File: config.mk
export PLATFORM = sky130hd
export DESIGN_NAME = fp_op_arbiter
export DESIGN_NICKNAME = d
export VERILOG_FILES = /design/src/rtl/fp_arb_pkg.sv /design/src/rtl/tag_fifo.sv /design/src/rtl/fp_op_arbiter.sv
export SDC_FILE = /design/constraint.sdc
export NUM_CORES = 1
export LEC_CHECK = 0
export CAP_MARGIN = 20
export CORE_MARGIN = 10
export CORE_UTILIZATION = 46
export CTS_BUF_LIST = sky130_fd_sc_hd__clkbuf_16
export DETAILED_ROUTE_END_ITERATION = 16
export PLACE_DENSITY = 0.88
export SLEW_MARGIN = 20
export SYNTH_ARGS = -nofsm -noshare
export SYNTH_HDL_FRONTEND = slang
export SYNTH_HIERARCHICAL = 1
export SYNTH_SLANG_ARGS = --single-unit
File: constraint.sdc
create_clock -name clk_in -period 7.6 [get_ports clk_in]
set_input_delay 1.52 -clock clk_in [delete_from_list [all_inputs] [get_ports clk_in]]
set_output_delay 1.52 -clock clk_in [all_outputs]
set_load 0.005 [all_outputs]
File: src/rtl/fp_arb_pkg.sv
// rtl/fp_arb_pkg.sv - shared tag type and FP constants for the FP operator arbiter
package fp_arb_pkg;

    // Tags are sized for the largest supported requester count so every build shares one type
    localparam int MAX_NUM_REQ = 8;
    localparam int TAG_W       = $clog2(MAX_NUM_REQ);

    typedef logic [TAG_W-1:0] tag_t;

    localparam logic [31:0] FP_ZERO = 32'h00000000;
    localparam logic [31:0] FP_ONE  = 32'h3f800000;

endpackage

File: src/rtl/tag_fifo.sv
// rtl/tag_fifo.sv - in-order FIFO of requester tags for outstanding core operations
module tag_fifo
    import fp_arb_pkg::*;
#(
    parameter int WIDTH = TAG_W,
    parameter int DEPTH = 16
) (
    input  logic                       clk,
    input  logic                       rst,
    input  logic                       push,
    input  logic [WIDTH-1:0]           push_data,
    input  logic                       pop,
    output logic [WIDTH-1:0]           pop_data,
    output logic                       full,
    output logic                       empty,
    output logic [$clog2(DEPTH):0]     count
);
    localparam int AW    = $clog2(DEPTH);
    localparam int CNT_W = AW + 1;

    logic [WIDTH-1:0] mem [DEPTH];
    logic [AW-1:0]    wr_ptr;
    logic [AW-1:0]    rd_ptr;
    logic             do_push;
    logic             do_pop;

    assign full     = (count == CNT_W'(DEPTH));
    assign empty    = (count == '0);
    assign do_push  = push && !full;
    assign do_pop   = pop && !empty;
    assign pop_data = mem[rd_ptr];

    // Storage needs no reset: only entries below count are ever read
    always_ff @(posedge clk) begin
        if (do_push) begin
            mem[wr_ptr] <= push_data;
        end
    end

    // Pointers and occupancy; depth is a power of two so pointers wrap naturally
    always_ff @(posedge clk or posedge rst) begin
        if (rst) begin
            wr_ptr <= '0;
            rd_ptr <= '0;
            count  <= '0;
        end else begin
            if (do_push) begin
                wr_ptr <= wr_ptr + 1'b1;
            end
            if (do_pop) begin
                rd_ptr <= rd_ptr + 1'b1;
            end
            case ({do_push, do_pop})
                2'b10:   count <= count + 1'b1;
                2'b01:   count <= count - 1'b1;
                default: count <= count;
            endcase
        end
    end

endmodule

File: src/rtl/fp_op_arbiter.sv
// rtl/fp_op_arbiter.sv - shares one pipelined FP core among requesters; FP_ARB_FIXED_PRIO_EN selects fixed priority
module fp_op_arbiter
    import fp_arb_pkg::*;
#(
    parameter int NUM_REQ = 4,
    parameter int MAX_OUT = 16,
    parameter int DATA_W  = 32
) (
    input  logic                        clk_in,
    input  logic                        rst_in,
    input  logic [NUM_REQ-1:0]          req_valid_in,
    input  logic [NUM_REQ*DATA_W-1:0]   req_a_in,
    input  logic [NUM_REQ*DATA_W-1:0]   req_b_in,
    output logic [NUM_REQ-1:0]          req_ready_out,
    output logic [DATA_W-1:0]           core_a_out,
    output logic [DATA_W-1:0]           core_b_out,
    output logic                        core_valid_out,
    input  logic [DATA_W-1:0]           core_result_in,
    input  logic                        core_valid_in,
    output logic [NUM_REQ-1:0]          resp_valid_out,
    output logic [DATA_W-1:0]           resp_data_out,
    output logic                        busy_out,
    output logic                        err_out
);
    localparam int CNT_W = $clog2(MAX_OUT) + 1;

    logic               grant_any;
    tag_t               grant_idx;
    logic               accept;
    logic [DATA_W-1:0]  sel_a;
    logic [DATA_W-1:0]  sel_b;
    logic               fifo_full;
    logic               fifo_empty;
    logic [CNT_W-1:0]   fifo_count;
    logic               pop;
    tag_t               head_tag;
    logic [NUM_REQ-1:0] head_onehot;

`ifdef FP_ARB_FIXED_PRIO_EN
    // Lowest valid index wins; no history is kept
    always_comb begin
        grant_any = 1'b0;
        grant_idx = '0;
        for (int i = NUM_REQ - 1; i >= 0; i--) begin
            if (req_valid_in[i]) begin
                grant_any = 1'b1;
                grant_idx = tag_t'(i);
            end
        end
    end
`else
    tag_t ptr;

    // Round-robin: search indices above the last winner first, then wrap to 0..ptr
    always_comb begin
        grant_any = 1'b0;
        grant_idx = '0;
        for (int i = 0; i < NUM_REQ; i++) begin
            if (!grant_any && req_valid_in[i] && (i > int'(ptr))) begin
                grant_any = 1'b1;
                grant_idx = tag_t'(i);
            end
        end
        for (int i = 0; i < NUM_REQ; i++) begin
            if (!grant_any && req_valid_in[i] && (i <= int'(ptr))) begin
                grant_any = 1'b1;
                grant_idx = tag_t'(i);
            end
        end
    end

    // Pointer moves to the winner only when the grant is actually taken
    always_ff @(posedge clk_in or posedge rst_in) begin
        if (rst_in) begin
            ptr <= tag_t'(NUM_REQ - 1);
        end else if (accept) begin
            ptr <= grant_idx;
        end
    end
`endif

    // One-hot ready; a full tag FIFO blocks even when a pop lands in the same cycle
    always_comb begin
        accept        = grant_any && !fifo_full && !rst_in;
        req_ready_out = '0;
        for (int i = 0; i < NUM_REQ; i++) begin
            req_ready_out[i] = accept && (grant_idx == tag_t'(i));
        end
    end

    // Operand mux for the granted requester
    always_comb begin
        sel_a = '0;
        sel_b = '0;
        for (int i = 0; i < NUM_REQ; i++) begin
            if (grant_idx == tag_t'(i)) begin
                sel_a = req_a_in[i*DATA_W +: DATA_W];
                sel_b = req_b_in[i*DATA_W +: DATA_W];
            end
        end
    end

    // Decode the oldest outstanding tag into a per-requester strobe
    always_comb begin
        head_onehot = '0;
        for (int i = 0; i < NUM_REQ; i++) begin
            head_onehot[i] = (head_tag == tag_t'(i));
        end
    end

    assign pop      = core_valid_in && !fifo_empty;
    assign busy_out = (fifo_count != '0);

    tag_fifo #(
        .WIDTH (TAG_W),
        .DEPTH (MAX_OUT)
    ) u_tag_fifo (
        .clk       (clk_in),
        .rst       (rst_in),
        .push      (accept),
        .push_data (grant_idx),
        .pop       (pop),
        .pop_data  (head_tag),
        .full      (fifo_full),
        .empty     (fifo_empty),
        .count     (fifo_count)
    );

    // Issue register: one core beat per accepted request, the cycle after accept
    always_ff @(posedge clk_in or posedge rst_in) begin
        if (rst_in) begin
            core_valid_out <= 1'b0;
            core_a_out     <= '0;
            core_b_out     <= '0;
        end else begin
            core_valid_out <= accept;
            if (accept) begin
                core_a_out <= sel_a;
                core_b_out <= sel_b;
            end
        end
    end

    // Return register: route each core result to the tag at the FIFO head; orphans raise err
    always_ff @(posedge clk_in or posedge rst_in) begin
        if (rst_in) begin
            resp_valid_out <= '0;
            resp_data_out  <= '0;
            err_out        <= 1'b0;
        end else begin
            resp_valid_out <= pop ? head_onehot : '0;
            if (pop) begin
                resp_data_out <= core_result_in;
            end
            if (core_valid_in && fifo_empty) begin
                err_out <= 1'b1;
            end
        end
    end

endmodule

==> flow_summary.ini <==
[pwr]
peakVddDrop_uv = 162.4
clkPwrFrac = 0.192
pwr-share-seq = 0.356
powerDensity_nw_per_um2 = 322.1
p_int_mw = 2.719
p_leak_nw = 5.012
netSwitchingPower_mw = 1.623
switching_share = 0.3738
p_comb_frac = 0.453

[placement]
io_buffers = 401
post-place-ws_ps = 2005
place_congestion = 0.9256
place_area_um2 = 12880
post-dp-hpwl_um = 25830

[min_path]
hp-class = reg -> reg

[logic_synthesis]
yosysTopAreaCellShare = 0.3265
synthCells = 759
syn-cell-area_um2 = 8815
synth-seq-cells = 165
synth_area_leader_cell = dfrtp_1
synth_ff_type = dfrtp_1
synth-edff-count = 48
yosys-top-cells-area = dfrtp_1 33%, edfxtp_1 16%, a221oi_2 9.4%
yosysUniqueCellTypes = 59
async_reset_ff_frac = 0.7091
yosysSeqAreaShare = 0.4960
yosysWarnings = 6
syn_area_per_cell_um2 = 11.61

[job]
maxCapViolCount = 0

[final_layout]
area_growth_pct = 52.93
final_nets = 1436
multi_input_area_um2 = 4069
drive_above_1_share = 0.1364
fin_area_um2 = 13480
fillerInstances = 1331
final-seq-area_um2 = 4373

[die]
io_pins = 402
die_w_um = 158.4
row_count = 50
die_h_um = 158.4
core_area_um2 = 18770
dieArea_um2 = 25100
initial_core_util = 0.4697

[clock_tree]
post_cts_resize_count = 0
insertion_delay_ps = 430
post-cts-setup-buffers = 0
tritoncts = built
cts_hold_buffers = 0
clk_pin_slew_ps = 70
cts_made_buffers = 17
h-tree-depth = 4
cts_num_sinks = 165
cts_buffer_depth = 2
cts-root-buf = clkbuf_16

[setup_path]
worstPathRequired_ps = 6080
critical_path.most_common_cell = clkdlybuf4s50_1
slowest_stage = clkdlybuf4s50_1
worst_path_largest_cell_delay_ps = 730
end_kind = primary output
startpoint_type = input port
crit_arrival_ps = 4060
path_cells = clkdlybuf4s50_1, nor4_1, or3_4, inv_2, o211ai_4, inv_1, clkdlybuf4s50_1
path_class = in -> out
cp_max_fo = 33

[timing]
fin_crit_sh = 0.7342
grt_setup_unrepaired = false
final.setup.worst_slack_ps = 2020
drv_slew = 0
setup_violations = 0
worst_slew_pin_slew_ps = 1042
hold_violations = 0
slew_headroom = 0.3038
fmaxAchievable_mhz = 179.2
fin_tns_setup_ps = 0
min_period_ps = 5580
fin_skew_ps = 15.32

[global_routing]
grt_pass1_wl_um = 49730
grt_pass1_vias = 8169
gr-total-overflow = 0
grt_usage = 0.2618
grt_max_degree = 71
antenna_found_initial = 6

[status]
status = finished, final reports clean

[routing]
ant_nets = 0
avgViaCountPerCell = 5.958
wl_per_cell_um = 24.98
via_count = 8258
totalWireLength_um = 34630
drt-initial-drc-count = 639
drc_errors = 0
drt_pass1_iterations = 5
==> cell usage in the layout, fill, tap and decap left out, types with 3 or more instances in the layout <==
cell type	Yosys	routed
nand2_1	84	84
edfxtp_1	48	48
o21ai_0	15	15
mux2_2	35	35
mux4_2	6	6
and2_1	5	5
a22oi_1	3	3
nand2b_1	6	6
conb_1	1	16
nor2_1	14	14
clkinv_4	0	3
buf_4	9	10
nor2b_1	4	3
clkdlybuf4s50_1	0	401
inv_1	15	15
mux2i_1	10	10
o221ai_1	63	63
xnor2_1	7	7
clkinvlp_4	0	4
diode_2	0	8
inv_8	0	5
dfrtp_1	115	114
a21oi_1	73	73
clkbuf_16	0	17
or3_1	64	63
a221oi_2	55	55
ha_1	9	9
nor3_1	6	6
xor2_1	3	3
a221oi_1	11	11
==> routing by layer <==
| metal | vias to the layer above | routed length [um] | track usage | part of all wire |
|---|---|---|---|---|
| met5 | - | 0 | 0 | 0 |
| li1 | 3684 | - | - | - |
| met2 | 444 | 17750 | 0.4426 | 0.51 |
| met3 | 81 | 3332 | 0.08931 | 0.096 |
| met1 | 4049 | 12170 | 0.2939 | 0.35 |
| met4 | 0 | 1369 | 0.1156 | 0.040 |
==> critical path: cells and delay by family <==
family          cells  cell delay, ps
buf+inv             4            1950
compound gates      1             130
simple gates        2             450
==> sequential cells by signal (all words and copies together), names as in the netlist, 4 cells and up <==
signal             flops
core_b_out            32
u_tag_fifo/wr_ptr      4
resp_valid_out         4
u_tag_fifo/rd_ptr      4
core_a_out            32
u_tag_fifo/mem        48
resp_data_out         32
u_tag_fifo/count       5
==> path summary, 6_finish.rpt <==
| check | from | end | slack [ps] | cells after the start |
|---|---|---|---|---|
| setup / recovery | req_valid_in[3] | req_ready_out[3] | 2020 | 7 |
| hold / removal | err_out | err_out | 470 | 1 |
| setup reg to reg | u_tag_fifo/count[0] | u_tag_fifo/count[4] | 3680 | 14 |
| hold reg to reg | err_out | err_out | 470 | 1 |
| max in group asynchronous | rst_in | core_b_out[27] | 4810 | 3 |
| min in group asynchronous | rst_in | u_tag_fifo/count[2] | 1550 | 2 |
==> power by group through the flow <==
stage / combinational, mW / clock, mW / sequential, mW
final: 1.97 / 0.832 / 1.54
after global routing: 2.12 / 0.880 / 1.59
after CTS: 1.98 / 0.847 / 1.54
after detailed placement: 1.96 / 0 / 1.55
after global placement: 1.93 / 0 / 1.54
after floorplan: 1.10 / 0 / 1.46
==> through the flow <==
stage | power (mW) | hold slack [ps] | std cells | util
6_report | 4.342 | 465.0 | 1386 | 0.7183
5_1_grt | 4.593 | 485.7 | 1383 | 0.7179
4_1_cts | 4.365 | 470.9 | 1378 | 0.7171
3_5_place_dp | 3.514 | 457.7 | 1346 | 0.6865
3_3_place_gp | 3.470 | 450.0 | 1346 | 0.6865
2_1_floorplan | 2.563 | 451.0 | 774 | -
==> layout make-up <==
class	instances	share of cell area
inverters	16	0.004641
clock buffers	17	0.03156
diodes	8	0.001485
flip-flops and latches	165	0.3244
clock inverters	15	0.01105
well taps	234	0.02172
repair buffers	411	0.3033
multi-input cells	520	0.3018
==> synthesized netlist by cell type, drive strengths merged (9+ instances only) <==
library cell	number
dfrtp	115
nand2	85
a21oi	73
a221oi	66
or3	64
o221ai	63
edfxtp	48
buf	46
mux2	36
clkbuf	27
inv	16
o21ai	15
nor2	14
mux2i	10
ha	9
==> kinds of logic (layout without fill, tap and decap cells) <==
group,Yosys count,after routing,share of synthesized area
AOI/OAI and AO/OA,233,233,0.2336
and+or+nand+nor,199,199,0.1163
DFF,165,165,0.4960
buffers and inverters,89,459,0.05564
muxes,52,52,0.07310
adders and majority gates,10,10,0.01505
xor gates and xnor gates,10,10,0.009937
other,1,24,0.0004254
Note: power is estimated with default switching activity, not from simulation.
